<file path="src/rtl/jpeg_rle_pkg.sv">
// Shared types and constants for the JPEG run-length decoder.
// Tokens are {dcterm, rlen, size, amp}; EOB/ZRL are identified by their {rlen, size} pair.
package jpeg_rle_pkg;

  localparam int AMP_W    = 12;
  localparam int IDX_W    = 6;
  localparam int BLK_LAST = 63;

  localparam logic [7:0] RLE_EOB = 8'h00;
  localparam logic [7:0] RLE_ZRL = 8'hF0;

  typedef enum logic [2:0] {
    S_DC,
    S_TOK,
    S_ZERO,
    S_AMP,
    S_FILL
  } state_e;

  typedef struct packed {
    logic                    dcterm;
    logic [3:0]              rlen;
    logic [3:0]              size;
    logic signed [AMP_W-1:0] amp;
  } tok_t;

  // True when writing 'extra' more coefficients after position idx would run past the block end.
  function automatic logic past_end(input logic [IDX_W-1:0] idx, input logic [4:0] extra);
    return ({1'b0, idx} + {2'b00, extra}) > 7'(BLK_LAST);
  endfunction

endpackage

</file>
<file path="src/rtl/jpeg_rle_decoder_if.sv">
// Token input and coefficient output handshakes of the run-length decoder.
// The master side produces tokens and consumes coefficients; the decoder is the slave.
interface jpeg_rle_decoder_if #(
  parameter int DW = jpeg_rle_pkg::AMP_W
) ();

  logic                 tok_valid;
  logic                 tok_ready;
  logic                 dcterm;
  logic [3:0]           rlen;
  logic [3:0]           size;
  logic signed [DW-1:0] amp;

  logic                 coef_valid;
  logic                 coef_ready;
  logic signed [DW-1:0] coef;
  logic [jpeg_rle_pkg::IDX_W-1:0] coef_idx;
  logic                 coef_last;
  logic                 err;

  modport master (
    output tok_valid, dcterm, rlen, size, amp, coef_ready,
    input  tok_ready, coef_valid, coef, coef_idx, coef_last, err
  );

  modport slave (
    input  tok_valid, dcterm, rlen, size, amp, coef_ready,
    output tok_ready, coef_valid, coef, coef_idx, coef_last, err
  );

endinterface

</file>
<file path="src/rtl/jpeg_rle_dec_oreg.sv">
// Single-entry output register with valid/ready: holds its payload while stalled and
// reports can_load when a new coefficient may be written this cycle.
module jpeg_rle_dec_oreg
  import jpeg_rle_pkg::*;
#(
  parameter int DW = AMP_W,
  parameter int IW = IDX_W
) (
  input  logic                 clk,
  input  logic                 rst,
  input  logic                 load,
  input  logic signed [DW-1:0] in_coef,
  input  logic [IW-1:0]        in_idx,
  input  logic                 in_last,
  output logic                 can_load,
  output logic                 out_valid,
  input  logic                 out_ready,
  output logic signed [DW-1:0] out_coef,
  output logic [IW-1:0]        out_idx,
  output logic                 out_last
);

  logic                 valid_q, valid_d;
  logic signed [DW-1:0] coef_q, coef_d;
  logic [IW-1:0]        idx_q, idx_d;
  logic                 last_q, last_d;

  always_comb begin
    valid_d = valid_q;
    coef_d  = coef_q;
    idx_d   = idx_q;
    last_d  = last_q;
    if (load) begin
      valid_d = 1'b1;
      coef_d  = in_coef;
      idx_d   = in_idx;
      last_d  = in_last;
    end else if (out_ready) begin
      valid_d = 1'b0;
    end
  end

  always_ff @(posedge clk) begin
    if (!rst) begin
      valid_q <= 1'b0;
      coef_q  <= '0;
      idx_q   <= '0;
      last_q  <= 1'b0;
    end else begin
      valid_q <= valid_d;
      coef_q  <= coef_d;
      idx_q   <= idx_d;
      last_q  <= last_d;
    end
  end

  // Draining slot counts as free so back-to-back coefficients need no bubble.
  assign can_load  = !valid_q || out_ready;
  assign out_valid = valid_q;
  assign out_coef  = coef_q;
  assign out_idx   = idx_q;
  assign out_last  = last_q;

endmodule

</file>
<file path="src/rtl/jpeg_rle_decoder.sv">
// Expands (run, size, amplitude) tokens back into 64 zig-zag-ordered coefficients per block.
// The first coefficient of an accepted token is written to the output register in the same cycle.
module jpeg_rle_decoder
  import jpeg_rle_pkg::*;
#(
  parameter int DW  = AMP_W,
  parameter int BLK = 64
) (
  input  logic              clk,
  input  logic              rst,
  jpeg_rle_decoder_if.slave bus
);

  localparam int IW = $clog2(BLK);

  state_e               state_q, state_d;
  logic [IW-1:0]        idx_q, idx_d;
  logic [4:0]           run_q, run_d;
  logic signed [DW-1:0] amp_q, amp_d;
  logic                 pend_q, pend_d;
  logic                 err_q, err_d;
  logic                 live_q;

  tok_t                 tok;
  logic                 tok_rdy;
  logic                 tok_fire;
  logic                 can_load;
  logic                 ld;
  logic signed [DW-1:0] ld_coef;
  logic [IW-1:0]        ld_idx;
  logic                 ld_last;

  assign tok      = {bus.dcterm, bus.rlen, bus.size, bus.amp};
  assign tok_rdy  = live_q && (state_q == S_DC || state_q == S_TOK) && can_load;
  assign tok_fire = bus.tok_valid && tok_rdy;

  always_comb begin
    state_d = state_q;
    idx_d   = idx_q;
    run_d   = run_q;
    amp_d   = amp_q;
    pend_d  = pend_q;
    err_d   = 1'b0;
    ld      = 1'b0;
    ld_coef = '0;
    ld_idx  = idx_q;
    ld_last = 1'b0;

    case (state_q)
      S_DC: begin
        if (tok_fire) begin
          if (tok.dcterm) begin
            ld      = 1'b1;
            ld_coef = tok.amp;
            state_d = S_TOK;
          end else begin
            err_d = 1'b1;
          end
        end
      end
      S_TOK: begin
        if (tok_fire) begin
          if (tok.dcterm) begin
            // Abandon the partial block; this DC restarts at index 0.
            err_d   = 1'b1;
            ld      = 1'b1;
            ld_coef = tok.amp;
            ld_idx  = '0;
            run_d   = '0;
            pend_d  = 1'b0;
          end else if (tok.size == 4'd0) begin
            ld = 1'b1;
            if ({tok.rlen, tok.size} == RLE_ZRL) begin
              err_d   = past_end(idx_q, 5'd15);
              run_d   = 5'd15;
              pend_d  = 1'b0;
              state_d = S_ZERO;
            end else begin
              err_d   = ({tok.rlen, tok.size} != RLE_EOB);
              state_d = S_FILL;
            end
          end else if (tok.rlen == 4'd0) begin
            ld      = 1'b1;
            ld_coef = tok.amp;
          end else begin
            ld      = 1'b1;
            err_d   = past_end(idx_q, {1'b0, tok.rlen});
            amp_d   = tok.amp;
            pend_d  = 1'b1;
            run_d   = {1'b0, tok.rlen} - 5'd1;
            state_d = (tok.rlen == 4'd1) ? S_AMP : S_ZERO;
          end
        end
      end
      S_ZERO: begin
        if (can_load) begin
          ld    = 1'b1;
          run_d = run_q - 5'd1;
          if (run_q == 5'd1) begin
            state_d = pend_q ? S_AMP : S_TOK;
          end
        end
      end
      S_AMP: begin
        if (can_load) begin
          ld      = 1'b1;
          ld_coef = amp_q;
          pend_d  = 1'b0;
          state_d = S_TOK;
        end
      end
      S_FILL: begin
        if (can_load) begin
          ld = 1'b1;
        end
      end
      default: state_d = S_DC;
    endcase

    // Index 63 always closes the block, truncating whatever the current token still owed.
    ld_last = (ld_idx == IW'(BLK_LAST));
    if (ld) begin
      if (ld_last) begin
        state_d = S_DC;
        idx_d   = '0;
        run_d   = '0;
        pend_d  = 1'b0;
      end else begin
        idx_d = ld_idx + 1'b1;
      end
    end
  end

  always_ff @(posedge clk) begin
    if (!rst) begin
      state_q <= S_DC;
      idx_q   <= '0;
      run_q   <= '0;
      amp_q   <= '0;
      pend_q  <= 1'b0;
      err_q   <= 1'b0;
      live_q  <= 1'b0;
    end else begin
      state_q <= state_d;
      idx_q   <= idx_d;
      run_q   <= run_d;
      amp_q   <= amp_d;
      pend_q  <= pend_d;
      err_q   <= err_d;
      live_q  <= 1'b1;
    end
  end

  jpeg_rle_dec_oreg #(
    .DW (DW),
    .IW (IW)
  ) u_oreg (
    .clk       (clk),
    .rst       (rst),
    .load      (ld),
    .in_coef   (ld_coef),
    .in_idx    (ld_idx),
    .in_last   (ld_last),
    .can_load  (can_load),
    .out_valid (bus.coef_valid),
    .out_ready (bus.coef_ready),
    .out_coef  (bus.coef),
    .out_idx   (bus.coef_idx),
    .out_last  (bus.coef_last)
  );

  assign bus.tok_ready = tok_rdy;
  assign bus.err       = err_q;

endmodule

</file>
<file path="src/flat_wrapper.sv">
// flat-port wrapper written by rule: the top's interface ports become plain ports
module jpeg_rle_decoder_flat import jpeg_rle_pkg::*;
#(
  parameter int DW  = AMP_W,
  parameter int BLK = 64
)
  (clk, rst, bus_tok_valid, bus_dcterm, bus_rlen, bus_size, bus_amp, bus_coef_ready, bus_tok_ready, bus_coef_valid, bus_coef, bus_coef_idx, bus_coef_last, bus_err);
  jpeg_rle_decoder_if #(.DW(DW)) bus_i ();
  input  logic clk;
  input  logic rst;
  input wire logic [$bits(bus_i.tok_valid)-1:0] bus_tok_valid;
  input wire logic [$bits(bus_i.dcterm)-1:0] bus_dcterm;
  input wire logic [$bits(bus_i.rlen)-1:0] bus_rlen;
  input wire logic [$bits(bus_i.size)-1:0] bus_size;
  input wire logic [$bits(bus_i.amp)-1:0] bus_amp;
  input wire logic [$bits(bus_i.coef_ready)-1:0] bus_coef_ready;
  output wire logic [$bits(bus_i.tok_ready)-1:0] bus_tok_ready;
  output wire logic [$bits(bus_i.coef_valid)-1:0] bus_coef_valid;
  output wire logic [$bits(bus_i.coef)-1:0] bus_coef;
  output wire logic [$bits(bus_i.coef_idx)-1:0] bus_coef_idx;
  output wire logic [$bits(bus_i.coef_last)-1:0] bus_coef_last;
  output wire logic [$bits(bus_i.err)-1:0] bus_err;
  assign bus_i.tok_valid = bus_tok_valid;
  assign bus_i.dcterm = bus_dcterm;
  assign bus_i.rlen = bus_rlen;
  assign bus_i.size = bus_size;
  assign bus_i.amp = bus_amp;
  assign bus_i.coef_ready = bus_coef_ready;
  assign bus_tok_ready = bus_i.tok_ready;
  assign bus_coef_valid = bus_i.coef_valid;
  assign bus_coef = bus_i.coef;
  assign bus_coef_idx = bus_i.coef_idx;
  assign bus_coef_last = bus_i.coef_last;
  assign bus_err = bus_i.err;
  jpeg_rle_decoder #(.DW(DW), .BLK(BLK)) u_core (.clk(clk), .rst(rst), .bus(bus_i));
endmodule
</file>
<file path="config.mk">
export PLATFORM = sky130hd
export DESIGN_NAME = jpeg_rle_decoder_flat
export DESIGN_NICKNAME = d
export VERILOG_FILES = /design/src/rtl/jpeg_rle_pkg.sv /design/src/rtl/jpeg_rle_decoder_if.sv /design/src/rtl/jpeg_rle_dec_oreg.sv /design/src/rtl/jpeg_rle_decoder.sv /design/src/flat_wrapper.sv
export SDC_FILE = /design/constraint.sdc
export NUM_CORES = 1
export LEC_CHECK = 0
export ABC_CLOCK_PERIOD_IN_PS = 6400
export CAP_MARGIN = 10
export CORE_UTILIZATION = 55
export DETAILED_ROUTE_END_ITERATION = 8
export GPL_TIMING_DRIVEN = 0
export HOLD_SLACK_MARGIN = 0.03
export MAX_ROUTING_LAYER = met4
export PLACE_DENSITY = 0.82
export SLEW_MARGIN = 25
export SYNTH_ARGS = -nofsm -noshare
export SYNTH_HDL_FRONTEND = slang
export SYNTH_HIERARCHICAL = 1
export SYNTH_SLANG_ARGS = --single-unit
</file>
<file path="constraint.sdc">
create_clock -name clk -period 6.4 [get_ports clk]
set_input_delay 0.96 -clock clk [delete_from_list [all_inputs] [get_ports clk]]
set_output_delay 0.96 -clock clk [all_outputs]
set_load 0.005 [all_outputs]
</file>
==> results by group <==
Clock tree
  – CTS Buf Count: 5
  – CTS resizes: 0
  – Clock sink total: 49
  – CTS tree: built
  – Clock-pin slew on the worst setup and hold paths: around 0.090 ns
  – CTS Root Cell: clkbuf_8
  – Longest Clk Path Bufs: 2
  – CTS H-tree depth: 2
  – Skew-Pair Late Insertion Delay: 0.31 ns
  – Hold_buf cts: 0
  – Post-CTS Setup Inserts: 0

Worst setup path
  – CP Class: input pin to flip-flop
  – Cell breakdown of the critical path: clkdlybuf4s50_1 > nand2b_1 > or3b_1 > nor2_1 > buf_2 > nor2_1 > ha_1 > nand3_1 > nor2_1 > o21ai_1 > o21ai_2 > a211oi_1
  – Most used cell along the critical path: nor2_1
  – Startpoint Class: input pin
  – Worst Setup End Kind: flip-flop
  – Worst Path Max Fanout: 10
  – Worst path required time: approximately 6.6 ns
  – R2r startpoint: u_core/state_q[2]$_SDFF_PN0_
  – Slowest-stage cell, CP: clkdlybuf4s50_1
  – R2R Path End: u_core/state_q[2]$_SDFF_PN0_
  – Reg-to-reg setup timing slack: 3.71 ns
  – Max stage delay on crit path: 0.46 ns
  – Cells on worst reg2reg path: 11
  – Arrival @ worst endpoint: between 3 and 4 ns

Floorplan
  – Row count: 25
  – Starting Density: 58.9%
  – Die ar.: 5520 um^2
  – Die Y: 74.3 um
  – Core Area: 4880 um^2
  – Die Span X: 74.3 um
  – Ports: 47

Layout
  – Finished Layout Cells: 454
  – Synthesis-to-layout area growth: 22.4%
  – Nets: ~420
  – Antenna Cells: 0
  – Share of cells above drive strength 1: 7.75%

Synthesis
  – Synth async-reset ratio: 0%
  – Syn nets: between 300 and 400
  – Main flop type after synthesis: dfxtp_1
  – Number of flops mapped to enable cells by yosys: 0
  – Syn Inst Count: 333
  – Sequential area share after synthesis: 34.1%
  – Area contributors post-synth: dfxtp_1, mux2i_1, nor2b_1, nand2_1, ha_1
  – Flops & latches, synth: 49
  – Share of the synthesized area in the top cell type: 34.1%
  – Yosys warning total: 6
  – Netlist cell types: 59
  – Synth area leader: dfxtp_1
  – Synthesized area per cell: 8.63 um^2
  – Cell Area, Synth: 2870 um^2

Global routing
  – Initial antenna violation count: 0
  – Global-route wire length before repair: 11,300 um
  – GRT Total Usage: 27.6%
  – Remaining Overflow, GRT: 0
  – Vias in the first global route: 2,401
  – Largest net degree at the start of global routing: 17

STA
  – Post-route setup TNS: 0 ns
  – Period utilization: 54.2%
  – Worst-Margin Slew: 0.614 ns
  – Fin worst setup slack: slightly below 3 ns
  – Worst Skew: between 0.01 and 0.015 ns
  – Final setup fails: 0
  – Final hold violation count: 0
  – Slew Limit Fails: 0
  – Crit path time final: 3.47 ns
  – Rel. slew slack: 59.0%
  – RSZ-0062 raised after global routing: no
  – Highest clock rate: 0.288 GHz

Status
  – Outcome: finished clean

Hold path
  – Worst hold stages: 2
  – Worst Hold Endpoint: u_core/amp_q[3]$_SDFFE_PN0P_
  – Hold path startpoint: u_core/amp_q[3]$_SDFFE_PN0P_
  – Worst hold path type: flip-flop to flip-flop

Route
  – Via/cell ratio: a little under 6
  – DR DRC count: 0
  – Initial DRT Pass Iterations: 5
  – Drt wl/cell: 15.0 um
  – Wirelength, routed: 6810 um
  – DR iter-0 viols: 315
  – DR vias: 2,655
  – Post-DRT Antenna Nets: 0

Power
  – Power density over cell area: 173 nW/um^2
  – VDD IR max: 0.131 mV
  – Power, Total: 0.607 mW
  – Leakage: ~1.3 nW

Placement
  – DP HPWL: 5030 um
  – IO buf count: 46
  – Placed Cells: 446
  – DP Worst Slack: 2.66 ns
  – Routability congestion estimate: 0.937

Flow run
  – Max_cap viols: 0
[flip-flops by register name, summed over array words and instances, names as in the netlist]
signal	cells
u_core/run_q	5
u_core/idx_q	6
u_core/amp_q	12
u_core/live_q	1
u_core/u_oreg/out_last	1
u_core/bus.err	1
u_core/pend_q	1
u_core/u_oreg/out_valid	1
u_core/u_oreg/out_idx	6
u_core/u_oreg/out_coef	12
u_core/state_q	3
[final cells by class]
| class | count | area, um^2 |
|---|---|---|
| Clock inverter | 2 | 16.3 |
| Clock buffer | 6 | 82.6 |
| Timing Repair Buffer | 46 | 460 |
| Tap cell | 67 | 83.8 |
| Inverter | 12 | 45.0 |
| Multi-Input combinational cell | 254 | 1750 |
| Fill cell | 402 | 1360 |
| Buffer | 18 | 95.1 |
| Sequential cell | 49 | 981 |
[per-stage QoR]
step | hold WS, ns | area [um^2] | utilization (%)
5_1_grt | 0.479 | 3520 | 72.1
6_report | 0.463 | 3520 | 72.1
2_1_floorplan | 0.435 | 2870 | -
3_5_place_dp | 0.450 | 3420 | 70.0
4_1_cts | 0.463 | 3520 | 72.1
3_3_place_gp | 0.440 | 3420 | 70.0
[cells in the final DEF (no fill, tap or decap), drive strengths merged, types with 13 or more instances in the layout]
cell type,count
clkdlybuf4s50,46
inv,13
nor2b,27
nand2,38
a21boi,17
dfxtp,49
nor2,20
mux2i,22
clkbuf,15
a21oi,16
[cells by family after synthesis]
| logic type | after synthesis | synth area share, % |
|---|---|---|
| buf+inv | 30 | 4.88 |
| simple gates | 127 | 24.2 |
| mux | 22 | 7.67 |
| xor+xnor | 1 | 0.305 |
| compound gates | 92 | 23.3 |
| flops | 49 | 34.1 |
| fa+ha+maj | 12 | 5.49 |
[power breakdown]
part | total, mW | switching [mW] | internal [mW]
Clock | 0.197 | 0.108 | 0.0891
Sequential | 0.316 | 0.00639 | 0.310
Combinational | 0.0932 | 0.0471 | 0.0461
Total | 0.607 | 0.162 | 0.445
[Yosys cell counts, drive strengths merged, types with 2 or more instances]
cell type and number:
a211oi 3, a21boi 17, a21o 3, a21oi 16, a22o 12, a31oi 4
a32oi 2, and2 3, and3 5, buf 9, clkbuf 9, dfxtp 49
ha 11, inv 12, mux2i 22, nand2 38, nand2b 3, nand3 9
nand4 4, nor2 20, nor2b 27, nor3 7, nor3b 4, nor4 2
o211a 3, o21a 2, o21ai 12, o221ai 2, o22ai 3, o311ai 2
o31ai 2
[worst max-delay path: cells and delay by family]
family,cells,cell delay (ns)
buffers and inverters,2,0.71
and+or+nand+nor,6,1.09
AOI/OAI and AO/OA,3,0.70
adders and majority gates,1,0.21
[layer usage]
metal	track usage [%]	routed length, um
met5	-	0
met4	6.92	68
met3	5.42	384
met2	44.8	3290
met1	35.3	3070
[worst max path at each step]
stage	slack, ns	cells past startpoint	endpoint	startpoint
2_1_floorplan	3.53	11	u_core/pend_q$_SDFF_PN0_	bus_coef_ready
3_3_place_gp	2.71	12	u_core/pend_q$_SDFF_PN0_	bus_coef_ready
3_5_place_dp	2.66	12	u_core/pend_q$_SDFF_PN0_	bus_coef_ready
4_1_cts	2.94	5	bus_tok_ready	bus_coef_ready
5_1_grt	2.74	12	u_core/state_q[2]$_SDFF_PN0_	bus_coef_ready
6_report	2.93	12	u_core/state_q[2]$_SDFF_PN0_	bus_coef_ready
Note: power is estimated with default switching activity, not from simulation.
